--- src/rtl/fw_loader.sv ---
`default_nettype none
// ============================================================================
// Module   : fw_loader
// Brief    : UART firmware bootloader writing a checksummed image into the
//            instruction ROM; holds the core in reset until the load is valid.
//            Optional macro FW_LOADER_RELOAD_EN allows reloading from DONE.
// Revision : 1.0 - initial release
// ============================================================================
module fw_loader #(
    parameter int CLK_DIV = 868,
    parameter int ADDR_W  = 8
) (
    input  logic              clk,
    input  logic              reset,
    input  logic              rx,
    output logic              rom_we,
    output logic [ADDR_W-1:0] rom_addr,
    output logic [31:0]       rom_wdata,
    output logic              core_reset,
    output logic              busy,
    output logic              error
);
    localparam int               ROM_WORDS = 1 << ADDR_W;
    localparam int               CNT_W     = $clog2(CLK_DIV);
    localparam logic [CNT_W-1:0] DIV_M1    = CNT_W'(CLK_DIV - 1);
    localparam logic [CNT_W-1:0] HALF_M1   = CNT_W'(CLK_DIV / 2 - 1);
    localparam logic [8:0]       WORDS_9   = 9'(ROM_WORDS);
    localparam logic [7:0]       SYNC_BYTE = 8'hA5;

    localparam logic [1:0] RX_IDLE  = 2'd0;
    localparam logic [1:0] RX_START = 2'd1;
    localparam logic [1:0] RX_DATA  = 2'd2;
    localparam logic [1:0] RX_STOP  = 2'd3;

    localparam logic [2:0] ST_IDLE = 3'd0;
    localparam logic [2:0] ST_LEN  = 3'd1;
    localparam logic [2:0] ST_DATA = 3'd2;
    localparam logic [2:0] ST_CSUM = 3'd3;
    localparam logic [2:0] ST_DONE = 3'd4;

    logic             rx_meta_q, rx_sync_q, rx_prev_q;
    logic [1:0]       rx_state_q, rx_state_d;
    logic [CNT_W-1:0] cnt_q, cnt_d;
    logic [2:0]       bit_q, bit_d;
    logic [7:0]       shift_q, shift_d;
    logic             byte_valid_q, byte_valid_d;
    logic             frame_err_q, frame_err_d;

    logic [2:0]        state_q, state_d;
    logic              rom_we_q, rom_we_d;
    logic [ADDR_W-1:0] addr_q, addr_d;
    logic [ADDR_W-1:0] len_q, len_d;
    logic [31:0]       word_q, word_d;
    logic [1:0]        lane_q, lane_d;
    logic [7:0]        csum_q, csum_d;
    logic              core_reset_q, core_reset_d;
    logic              error_q, error_d;

    logic sync_hit, len_ok, last_byte;

    // ---------------- UART receiver ----------------
    always_ff @(posedge clk or negedge reset) begin
        if (!reset) begin
            rx_meta_q    <= 1'b1;
            rx_sync_q    <= 1'b1;
            rx_prev_q    <= 1'b1;
            rx_state_q   <= RX_IDLE;
            cnt_q        <= '0;
            bit_q        <= '0;
            shift_q      <= '0;
            byte_valid_q <= 1'b0;
            frame_err_q  <= 1'b0;
        end else begin
            rx_meta_q    <= rx;
            rx_sync_q    <= rx_meta_q;
            rx_prev_q    <= rx_sync_q;
            rx_state_q   <= rx_state_d;
            cnt_q        <= cnt_d;
            bit_q        <= bit_d;
            shift_q      <= shift_d;
            byte_valid_q <= byte_valid_d;
            frame_err_q  <= frame_err_d;
        end
    end

    always_comb begin
        rx_state_d   = rx_state_q;
        cnt_d        = cnt_q + 1'b1;
        bit_d        = bit_q;
        shift_d      = shift_q;
        byte_valid_d = 1'b0;
        frame_err_d  = 1'b0;
        case (rx_state_q)
            RX_IDLE: begin
                cnt_d = '0;
                if (rx_prev_q && !rx_sync_q) rx_state_d = RX_START;
            end
            RX_START: if (cnt_q == HALF_M1) begin
                cnt_d      = '0;
                bit_d      = '0;
                rx_state_d = rx_sync_q ? RX_IDLE : RX_DATA;
            end
            RX_DATA: if (cnt_q == DIV_M1) begin
                cnt_d   = '0;
                shift_d = {rx_sync_q, shift_q[7:1]};
                bit_d   = bit_q + 1'b1;
                if (bit_q == 3'd7) rx_state_d = RX_STOP;
            end
            RX_STOP: if (cnt_q == DIV_M1) begin
                // Re-arm right at the stop sample so back-to-back bytes are caught
                cnt_d        = '0;
                rx_state_d   = RX_IDLE;
                byte_valid_d = rx_sync_q;
                frame_err_d  = !rx_sync_q;
            end
            default: rx_state_d = RX_IDLE;
        endcase
    end

    // ---------------- Frame FSM ----------------
    assign sync_hit  = byte_valid_q && (shift_q == SYNC_BYTE);
    assign len_ok    = {1'b0, shift_q} < WORDS_9;
    assign last_byte = (lane_q == 2'd3) && (addr_q == len_q);

    always_ff @(posedge clk or negedge reset) begin
        if (!reset) state_q <= ST_IDLE;
        else        state_q <= state_d;
    end

    always_comb begin
        state_d = state_q;
        case (state_q)
            ST_IDLE: if (sync_hit) state_d = ST_LEN;
            ST_LEN: begin
                if (frame_err_q)       state_d = ST_IDLE;
                else if (byte_valid_q) state_d = len_ok ? ST_DATA : ST_IDLE;
            end
            ST_DATA: begin
                if (frame_err_q)                    state_d = ST_IDLE;
                else if (byte_valid_q && last_byte) state_d = ST_CSUM;
            end
            ST_CSUM: begin
                if (frame_err_q)       state_d = ST_IDLE;
                else if (byte_valid_q) state_d = (shift_q == csum_q) ? ST_DONE : ST_IDLE;
            end
            ST_DONE: begin
`ifdef FW_LOADER_RELOAD_EN
                if (sync_hit) state_d = ST_LEN;
`endif
            end
            default: state_d = ST_IDLE;
        endcase
    end

    always_comb begin
        rom_we_d     = 1'b0;
        addr_d       = addr_q;
        len_d        = len_q;
        word_d       = word_q;
        lane_d       = lane_q;
        csum_d       = csum_q;
        core_reset_d = core_reset_q;
        error_d      = error_q;
        // Advance after each write, but never beyond the last word of the image
        if (rom_we_q && (addr_q != len_q)) addr_d = addr_q + 1'b1;
        case (state_q)
            ST_IDLE: if (sync_hit) begin
                error_d = 1'b0;
                addr_d  = '0;
                csum_d  = '0;
                lane_d  = '0;
            end
            ST_LEN: begin
                if (frame_err_q) error_d = 1'b1;
                else if (byte_valid_q) begin
                    len_d = shift_q[ADDR_W-1:0];
                    if (!len_ok) error_d = 1'b1;
                end
            end
            ST_DATA: begin
                if (frame_err_q) error_d = 1'b1;
                else if (byte_valid_q) begin
                    word_d[8*lane_q +: 8] = shift_q;
                    csum_d                = csum_q ^ shift_q;
                    lane_d                = lane_q + 1'b1;
                    rom_we_d              = (lane_q == 2'd3);
                end
            end
            ST_CSUM: begin
                if (frame_err_q) error_d = 1'b1;
                else if (byte_valid_q) begin
                    if (shift_q == csum_q) core_reset_d = 1'b0;
                    else                   error_d      = 1'b1;
                end
            end
            ST_DONE: begin
`ifdef FW_LOADER_RELOAD_EN
                if (sync_hit) begin
                    core_reset_d = 1'b1;
                    error_d      = 1'b0;
                    addr_d       = '0;
                    csum_d       = '0;
                    lane_d       = '0;
                end
`endif
            end
            default: ;
        endcase
    end

    always_ff @(posedge clk or negedge reset) begin
        if (!reset) begin
            rom_we_q     <= 1'b0;
            addr_q       <= '0;
            len_q        <= '0;
            word_q       <= '0;
            lane_q       <= '0;
            csum_q       <= '0;
            core_reset_q <= 1'b1;
            error_q      <= 1'b0;
        end else begin
            rom_we_q     <= rom_we_d;
            addr_q       <= addr_d;
            len_q        <= len_d;
            word_q       <= word_d;
            lane_q       <= lane_d;
            csum_q       <= csum_d;
            core_reset_q <= core_reset_d;
            error_q      <= error_d;
        end
    end

    assign rom_we     = rom_we_q;
    assign rom_addr   = addr_q;
    assign rom_wdata  = word_q;
    assign core_reset = core_reset_q;
    assign error      = error_q;
    assign busy       = (state_q != ST_IDLE) && (state_q != ST_DONE);

endmodule
`default_nettype wire

--- config.mk ---
export PLATFORM = sky130hd
export DESIGN_NAME = fw_loader
export DESIGN_NICKNAME = d
export VERILOG_FILES = /design/src/rtl/fw_loader.sv
export SDC_FILE = /design/constraint.sdc
export NUM_CORES = 1
export LEC_CHECK = 0
export CAP_MARGIN = 20
export CORE_UTILIZATION = 56
export DETAILED_ROUTE_END_ITERATION = 10
export PLACE_DENSITY = 0.88
export SYNTH_ARGS = -nofsm -noshare
export SYNTH_HDL_FRONTEND = slang
export SYNTH_SLANG_ARGS = --single-unit
export TNS_END_PERCENT = 1
--- constraint.sdc ---
create_clock -name clk -period 2.2 [get_ports clk]
set_clock_uncertainty 0.15 [all_clocks]
set_input_delay 0.33 -clock clk [delete_from_list [all_inputs] [get_ports clk]]
set_output_delay 0.33 -clock clk [all_outputs]
set_load 0.01 [all_outputs]
==> results.md <==
- Vias in the first global route: 3264
- Wire length per cell: 16.4 um
- Slew HR: 68.2%
- Leakage power: 2.33 nW
- Share of layout cells above drive strength 1: 13.8%
- Post-DRT Antenna Nets: 0
- Synth warnings: 0
- Drt pass-1 iters: 5
- Least-Margin Pin Slew: 0.476 ns
- Commonest non-fill, non-tap cells in the layout: 87 x nand2_1, 87 x dfrtp_1, 47 x o21ai_0
- FMAX: 477 MHz
- H-tree depth: 3
- Seq cells post-synth: 92
- # setup viols final: 0
- Die Span X: 89.6 um
- Port Buffers: 46
- Initial DRC Count: 265
- # rows: 31
- Critical Path AT: 2.18 ns
- Syn nets: 439
- Hold-critical path depth: 0
- Clk pin slew, worst setup/hold paths: 0.10 ns
- Post-synth EDFFs: 0
- Clk root buf: clkbuf_8
- Post-synthesis sequential area ratio: 53.7%
- DP Wirelength: 6670 um
- Mapped Cells: 426
- Primary FF master, synth: dfrtp_1
- Status: finished, final reports clean
- Max-Cap Viols: 0
- Worst setup SP type: register
- RePlAce Congestion: 0.862
- Drt drc: 0
- Netlist cell types: 45
- CP Capture Type: register
- CTS Buf Count: 9
- All-Layer GR Usage: 26.3%
- CTS max path bufs: 2
- Post-synth ARST share: 100%
- CTS Sinks: 92
- Die Area: 8020 um^2
- Finished Cell Area: 5180 um^2
- RSZ-0062 raised after global routing: yes
- Total gr overflow: 0
- Slew Viols, Final: 0
- Peak VDD IR: 0.000516 V
- WP data required: 2.28 ns
- Starting density of the core: 58.6%
- Via count: 3379
- Ant. Diodes: 0
- Area post-placement: 4930 um^2
- Worst reg-to-reg path cell count: 5
- Largest net degree at the start of global routing: 43
- I/O pin count: 47
- Die height: 89.6 um
- R2R setup slack: 0.10 ns
- Post-synthesis cell area: 4300 um^2
- WL final: 9610 um
- Hold Crit Class: reg2reg
- Setup Crit Path Kind: reg2reg
- Worst r2r src: state_q[2]
- Worst-Skew Late Latency: 0.37 ns
- Core area: 7330 um^2
- Critical-path maximum fanout: 16
- Final hold vios: 0
- Hold_sp: rx_meta_q
- Final period utilization: 95.3%
- Layout area overhead: 20.7%
- Average vias per placed instance: 5.77
- Power density cells: 632 nW/um^2
- First-pass GRT wire length: 15700 um
- Final core utilization: 70.7%
- Layout net count: 495
- WHS Endpoint: rx_sync_q
- CTS tree: yes
- Final min period: 2.10 ns
- Initial antenna violation count: 0
- Synth Area per Inst: 10.1 um^2
- Worst reg2reg endpoint: rom_wdata[17]
==> how the worst max path moves through the flow <==
stage,start,end,slack [ns],cells after the start
after CTS,state_q[0],busy,0.05,3
after global routing,state_q[2],rom_wdata[17],-0.04,5
after floorplan,cnt_q[0],bit_q[2],0.32,6
after detailed placement,cnt_q[0],shift_q[3],0.16,6
final,state_q[2],rom_wdata[17],0.10,5
after global placement,cnt_q[0],shift_q[1],0.24,6
==> flip-flops by register name, summed over array words and instances, names as in the netlist, 2 cells and up, named ones only <==
name / cells
csum_q: 8
len_q: 8
cnt_q: 10
rom_addr: 8
lane_q: 2
bit_q: 3
shift_q: 8
state_q: 3
rom_wdata: 32
==> where the power goes <==
part	total, mW	leakage [nW]	switching, mW	internal (mW)
combinational	0.163	0.965	0.0953	0.0680
sequential	1.81	1.26	0.0695	1.74
clock	1.30	0.110	0.625	0.679
total	3.28	2.33	0.790	2.49
==> cells by family (layout without fill, tap and decap cells) <==
family | after synthesis | count (layout) | share of synthesized area (%)
AND/OR/NAND/NOR | 173 | 173 | 19.2
flip-flops | 92 | 92 | 53.7
AO/OA/AOI/OAI | 76 | 76 | 10.7
buffers and inverters | 28 | 89 | 2.80
XOR/XNOR | 27 | 27 | 5.51
multiplexers | 20 | 20 | 5.18
adder cells (fa/ha/maj) | 10 | 10 | 2.91
==> worst max-delay path, stage by stage (launching register included) <==
cell and delay (ns):
dfrtp_1 0.50, nand2b_1 0.25, nor3_2 0.40, nand2_1 0.39
nand2_1 0.17, o21ai_0 0.10
==> layout make-up <==
class                   instances  area, um^2
flip-flops and latches         92        2310
fillers                       520        2150
multi-input cells             306        1880
repair buffers                 64         608
clock buffers                  10         138
well taps                      99         124
clock inverters                 6        92.6
inverters                       9        33.8
==> cell usage after synthesis, drive strengths merged, types with 3 or more instances <==
| master | n | share of area, % |
|---|---|---|
| a21oi | 3 | 0.35 |
| and3 | 3 | 0.44 |
| mux2 | 18 | 4.7 |
| dfstp | 4 | 2.4 |
| or3 | 3 | 0.44 |
| o211ai | 4 | 0.70 |
| nand3 | 9 | 1.0 |
| nor3b | 4 | 0.82 |
| nand4 | 8 | 1.3 |
| nand2b | 4 | 0.58 |
| nor2 | 27 | 2.4 |
| ha | 10 | 2.9 |
| nand2 | 87 | 7.6 |
| clkbuf | 9 | 0.79 |
| o21ai | 48 | 5.7 |
| dfrtp | 88 | 51 |
| nor2b | 11 | 1.6 |
| nor3 | 7 | 1.0 |
| buf | 10 | 1.2 |
| inv | 9 | 0.79 |
| o31ai | 3 | 0.52 |
| a22o | 7 | 1.4 |
| xor2 | 13 | 2.7 |
| xnor2 | 14 | 2.9 |
==> metal layers <==
metal	share of wire [%]	wire, um	track usage [%]
met4	2.4	232	11.3
met5	0	0	0
met2	50	4780	43.0
met3	5.2	496	5.30
met1	43	4090	34.2
==> timing repair <==
item / 4_1_cts / 5_1_grt
hold buffers: 1 / 0
gates resized for setup: 1 / 3
setup endpoints to repair: 1 / 24
buffers inserted: 0 / 0
hold endpoints to repair: 26 / 0
==> stage by stage <==
step	total power, mW	TNS, ns	worst slack, ns	hold slack (ns)	instances
2_1_floorplan	1.93	0	0.320	-0.116	426
3_3_place_gp	1.99	0	0.238	0.123	569
3_5_place_dp	2.00	0	0.158	0.124	569
4_1_cts	3.29	0	0.0454	0.209	586
5_1_grt	3.39	-0.365	-0.0402	0.214	586
6_report	3.28	0	0.103	0.209	586
No activity file was read; power rests on OpenSTA's default activity.
